$ cat config.mk
export PLATFORM = sky130hd
export DESIGN_NAME = mpu_result_collector
export DESIGN_NICKNAME = d
export VERILOG_FILES = /design/src/rtl/mpu_result_collector.sv
export SDC_FILE = /design/constraint.sdc
export NUM_CORES = 1
export LEC_CHECK = 0
export BUFFER_PORTS_ARGS = -buffer_cell sky130_fd_sc_hd__buf_2
export CORE_MARGIN = 10
export CORE_UTILIZATION = 40
export DETAILED_ROUTE_END_ITERATION = 7
export GPL_TIMING_DRIVEN = 0
export PLACE_DENSITY = 0.56
export SLEW_MARGIN = 15
export SYNTH_ARGS = -nofsm -noshare
export SYNTH_HDL_FRONTEND = slang
export SYNTH_SLANG_ARGS = --single-unit
$ cat constraint.sdc
create_clock -name clk -period 5.17 [get_ports clk]
set_input_delay 0.517 -clock clk [delete_from_list [all_inputs] [get_ports clk]]
set_output_delay 0.517 -clock clk [all_outputs]
set_load 0.05 [all_outputs]
$ cat src/rtl/mpu_result_collector.sv
`default_nettype none
// ============================================================================
// mpu_result_collector: gathers tagged FMA results into an MxN buffer, then
// writes the buffer to the matrix register file one row per cycle.
// Optional feature macro: MPU_COLLECTOR_DUP_CHECK_EN (drop duplicate tags, flag dup_err).
// Revision: 1.0
// ============================================================================
module mpu_result_collector #(
   parameter int FP    = 32,
   parameter int M     = 3,
   parameter int N     = 3,
   parameter int MREGS = 8,
   localparam int MBITS           = $clog2(M) - 1,
   localparam int NBITS           = $clog2(N) - 1,
   localparam int MATRIX_REG_BITS = $clog2(MREGS) - 1
) (
   input  logic                       clk,
   input  logic                       rst,
   input  logic                       start,
   input  logic [MATRIX_REG_BITS:0]   dest_addr,
   input  logic [MBITS:0]             m_in,
   input  logic [NBITS:0]             n_in,
   input  logic                       res_valid,
   output logic                       res_ready,
   input  logic [MBITS:0]             res_row,
   input  logic [NBITS:0]             res_col,
   input  logic [FP-1:0]              res_data,
   output logic                       reg_wr_en,
   output logic [MATRIX_REG_BITS:0]   reg_wr_addr,
   output logic [MBITS:0]             reg_wr_row,
   output logic [N*FP-1:0]            reg_wr_data,
   output logic                       busy,
   output logic                       done,
   output logic                       dup_err
);

   typedef enum logic [1:0] {
      IDLE   = 2'd0,
      GATHER = 2'd1,
      WRITE  = 2'd2
   } state_t;

   localparam logic [MBITS:0] M_LIM = (MBITS+1)'(M);
   localparam logic [NBITS:0] N_LIM = (NBITS+1)'(N);

   state_t                   state;
   logic [MATRIX_REG_BITS:0] dest;
   logic [MBITS:0]           m_lat;
   logic [NBITS:0]           n_lat;
   logic [MBITS:0]           row_cnt;
   logic [M*N-1:0]           mask;
   logic [FP-1:0]            buffer [M][N];

   logic [MBITS:0]           m_clamp;
   logic [NBITS:0]           n_clamp;
   logic [M*N-1:0]           sel;
   logic [M*N-1:0]           act;
   logic [M*N-1:0]           mask_nxt;
   logic                     accept;
   logic                     in_range;
   logic                     dup_hit;
   logic                     wr_hit;
   logic                     all_in;

   always_comb begin
      m_clamp = m_in;
      if (m_in == '0)
         m_clamp = (MBITS+1)'(1);
      else if (m_in > M_LIM)
         m_clamp = M_LIM;
      n_clamp = n_in;
      if (n_in == '0)
         n_clamp = (NBITS+1)'(1);
      else if (n_in > N_LIM)
         n_clamp = N_LIM;
   end

   // sel: one-hot of the incoming tag; act: elements inside the latched m x n window
   always_comb begin
      sel = '0;
      act = '0;
      for (int r = 0; r < M; r++) begin
         for (int c = 0; c < N; c++) begin
            if (int'(res_row) == r && int'(res_col) == c)
               sel[r*N+c] = 1'b1;
            if (r < int'(m_lat) && c < int'(n_lat))
               act[r*N+c] = 1'b1;
         end
      end
      accept   = (state == GATHER) && res_valid;
      in_range = |(sel & act);
`ifdef MPU_COLLECTOR_DUP_CHECK_EN
      dup_hit  = in_range && |(sel & mask);
`else
      dup_hit  = 1'b0;
`endif
      wr_hit   = accept && in_range && !dup_hit;
      mask_nxt = wr_hit ? (mask | sel) : mask;
      all_in   = ((mask_nxt & act) == act);
   end

   always_comb begin
      res_ready   = (state == GATHER);
      busy        = (state != IDLE);
      reg_wr_en   = (state == WRITE);
      reg_wr_addr = (state == WRITE) ? dest : '0;
      reg_wr_row  = (state == WRITE) ? row_cnt : '0;
      reg_wr_data = '0;
      if (state == WRITE) begin
         for (int r = 0; r < M; r++) begin
            for (int c = 0; c < N; c++) begin
               if (r == int'(row_cnt) && c < int'(n_lat))
                  reg_wr_data[(N-1-c)*FP +: FP] = buffer[r][c];
            end
         end
      end
   end

   always_ff @(posedge clk) begin
      if (rst) begin
         state   <= IDLE;
         dest    <= '0;
         m_lat   <= '0;
         n_lat   <= '0;
         row_cnt <= '0;
         mask    <= '0;
         done    <= 1'b0;
         dup_err <= 1'b0;
         for (int r = 0; r < M; r++)
            for (int c = 0; c < N; c++)
               buffer[r][c] <= '0;
      end else begin
         done <= 1'b0;
         case (state)
            IDLE: begin
               if (start) begin
                  dest    <= dest_addr;
                  m_lat   <= m_clamp;
                  n_lat   <= n_clamp;
                  row_cnt <= '0;
                  mask    <= '0;
                  dup_err <= 1'b0;
                  for (int r = 0; r < M; r++)
                     for (int c = 0; c < N; c++)
                        buffer[r][c] <= '0;
                  state   <= GATHER;
               end
            end
            GATHER: begin
               mask <= mask_nxt;
               if (wr_hit) begin
                  for (int r = 0; r < M; r++)
                     for (int c = 0; c < N; c++)
                        if (sel[r*N+c])
                           buffer[r][c] <= res_data;
               end
               if (accept && dup_hit)
                  dup_err <= 1'b1;
               // final accept and the move to WRITE land on the same edge
               if (all_in) begin
                  row_cnt <= '0;
                  state   <= WRITE;
               end
            end
            WRITE: begin
               if (row_cnt == m_lat - 1'b1) begin
                  done  <= 1'b1;
                  state <= IDLE;
               end else begin
                  row_cnt <= row_cnt + 1'b1;
               end
            end
            default: state <= IDLE;
         endcase
      end
   end

endmodule
`default_nettype wire
==> flow_summary.json <==
{
  "cts_resized": 0,
  "final_common_cell": "and2_1",
  "cp_max_fo": 10,
  "grt_pass1_wl_mm": 63.83,
  "cts_tree": "done",
  "portBuffers": 151,
  "syn_to_final_growth_pct": 19.47,
  "holdCritPathClass": "primary input to flop",
  "final_antenna_net_count": 0,
  "synth-seq-cells": 309,
  "diodes": 0,
  "mostFrequentLayoutCells": "292 x and2_1, 288 x edfxtp_1, 153 x buf_2",
  "routed_wl_mm": 43.55,
  "async_flop_share_pct": 0,
  "clk_pin_slew_ns": 0.06,
  "cts_sinks": 309,
  "grt.total_usage_pct": 20.21,
  "wire_per_inst_um": 24.18,
  "postSynthCellCount": 1123,
  "grt_pass1_vias": 9826,
  "synth_nets": 1176,
  "rsz0062_at_grt": "no",
  "powerDensity_nw_per_um2": 349.4,
  "synth_edf_count": 288,
  "syn_area_sq_um": 13920,
  "die_h_um": 206.5,
  "pin_count": 153,
  "core_region_area_sq_um": 34460,
  "dieArea_sq_um": 42650,
  "clk_latency_ns": 0.51,
  "grt_max_degree": 24,
  "grt-ovfl-total": 0,
  "cts.path.max_buffers": 3,
  "clockRootBuffer": "clkbuf_16",
  "start_util_pct": 40.39,
  "vias_per_cell": 5.514,
  "antenna_found_initial": 0,
  "place_congestion": 0.8331,
  "cts_hold_buf": 0,
  "skew_ns": 0.01024,
  "ir_drop_v": 0.0001905,
  "cp.arrival_ns": 3.78,
  "total_power_w": 0.005810,
  "yosys_warnings": 0,
  "drcViolationCount": 0,
  "p_leak_nw": 6.468,
  "h-tree-depth": 2,
  "setup.worst_path.class": "flop to output port",
  "cts_made_buffers": 35,
  "drtIter0Drc": 919,
  "max_freq_mhz": 232.5,
  "setup_tns_ns": 0,
  "firstDrtPassIters": 6,
  "max_cap_violations": 0,
  "vias": 9930,
  "drive_gt1_share_pct": 16.57,
  "crit_path_start_kind": "flop",
  "setup_viol": 0,
  "postCtsSetupBuffers": 0,
  "period_needed_ns": 4.301,
  "layout.nets": 1376,
  "outcome": "finished clean",
  "die_w_um": 206.5,
  "drv_slew": 0,
  "crit_required_ns": 4.65,
  "dp_hpwl_mm": 29.78,
  "synthFlopType": "edfxtp_1",
  "ys_types": 45,
  "syn_area_per_cell_sq_um": 12.39,
  "worstMarginPinSlew_ns": 1.140,
  "end_kind": "output port",
  "fin_crit_sh_pct": 83.19,
  "seq_area_frac_synth_pct": 65.16,
  "hold_viol": 0,
  "max_slew_margin_pct": 23.39,
  "rows": 68
}
==> Yosys cell counts, types with 11 or more instances <==
library cell	count	area share, %
and2_1	292	13
edfxtp_1	288	62
nor2_1	110	3.0
clkbuf_1	83	2.2
nor3_1	75	2.7
a211oi_1	36	1.9
a22oi_1	34	1.8
a221oi_1	32	2.0
a222oi_1	32	2.3
dfxtp_1	21	3.0
nand2b_1	14	0.63
o21a_1	11	0.59
o21ai_0	11	0.40
==> final cells by class <==
cell class / count / area (sq um)
clock inverter: 17 / 136.4
sequential: 309 / 9069
buffer: 92 / 351.6
timing repair buffer: 163 / 1006
fill: 3157 / 17830
tap: 455 / 569.3
multi-input combinational: 714 / 4549
inverter: 8 / 30.03
clock buffer: 43 / 915.9
==> registers in the layout (all words and copies together) (netlist names) <==
register  count
state         2
dest          3
buffer      288
done          1
mask          9
row_cnt       2
m_lat         2
n_lat         2
==> layer usage <==
| layer | track usage, % | wire (um) |
|---|---|---|
| met2 | 32.05 | 20390 |
| met4 | 6.255 | 1140 |
| met1 | 28.22 | 19010 |
| met3 | 2.840 | 3010 |
| met5 | 0 | 0 |
==> cell families after synthesis <==
kind of cell             share of synthesized area, %
AND/OR/NAND/NOR                                 21.10
adder cells (fa/ha/maj)                        0.5394
flip-flops                                      65.16
other                                         0.02695
buffers and inverters                           2.742
AO/OA/AOI/OAI                                   10.30
XOR/XNOR                                       0.1259
==> critical path: stages, from the launching register on <==
cell and delay, ns:
dfxtp_1 0.43, clkbuf_1 0.44, nor2_1 0.22, nor2b_1 0.18, clkbuf_1 0.29, clkbuf_1 0.59, a22oi_1 0.21, a211oi_1 0.56
buf_2 0.37
==> metrics by stage <==
stage | cells | instance area [sq um] | setup slack, ns | util (%) | hold slack, ns
after floorplan | 1123 | 13920 | 1.020 | - | 0.4406
after global placement | 1729 | 15240 | -1.258 | 44.23 | 0.4544
after detailed placement | 1741 | 15570 | 1.508 | 45.19 | 0.4623
after CTS | 1801 | 16620 | 0.9631 | 48.24 | 0.2094
after global routing | 1801 | 16630 | 0.7851 | 48.25 | 0.2213
final | 1801 | 16630 | 0.8691 | 48.25 | 0.2248
==> where the power goes <==
part | internal (W) | switching, W
Clock | 0.00136 | 0.000965
Sequential | 0.00294 | 0.0000564
Combinational | 0.000123 | 0.000375
==> worst paths after layout <==
path,from,cells past startpoint,endpoint,slack (ns)
min,dest_addr[0],2,dest[0],0.22
min reg2reg,dest[1],1,dest[1],0.47
max,n_lat[0],8,reg_wr_data[87],0.87
max reg2reg,m_lat[0],8,buffer[0][22],1.84
No activity file was read; power rests on OpenSTA's default activity.
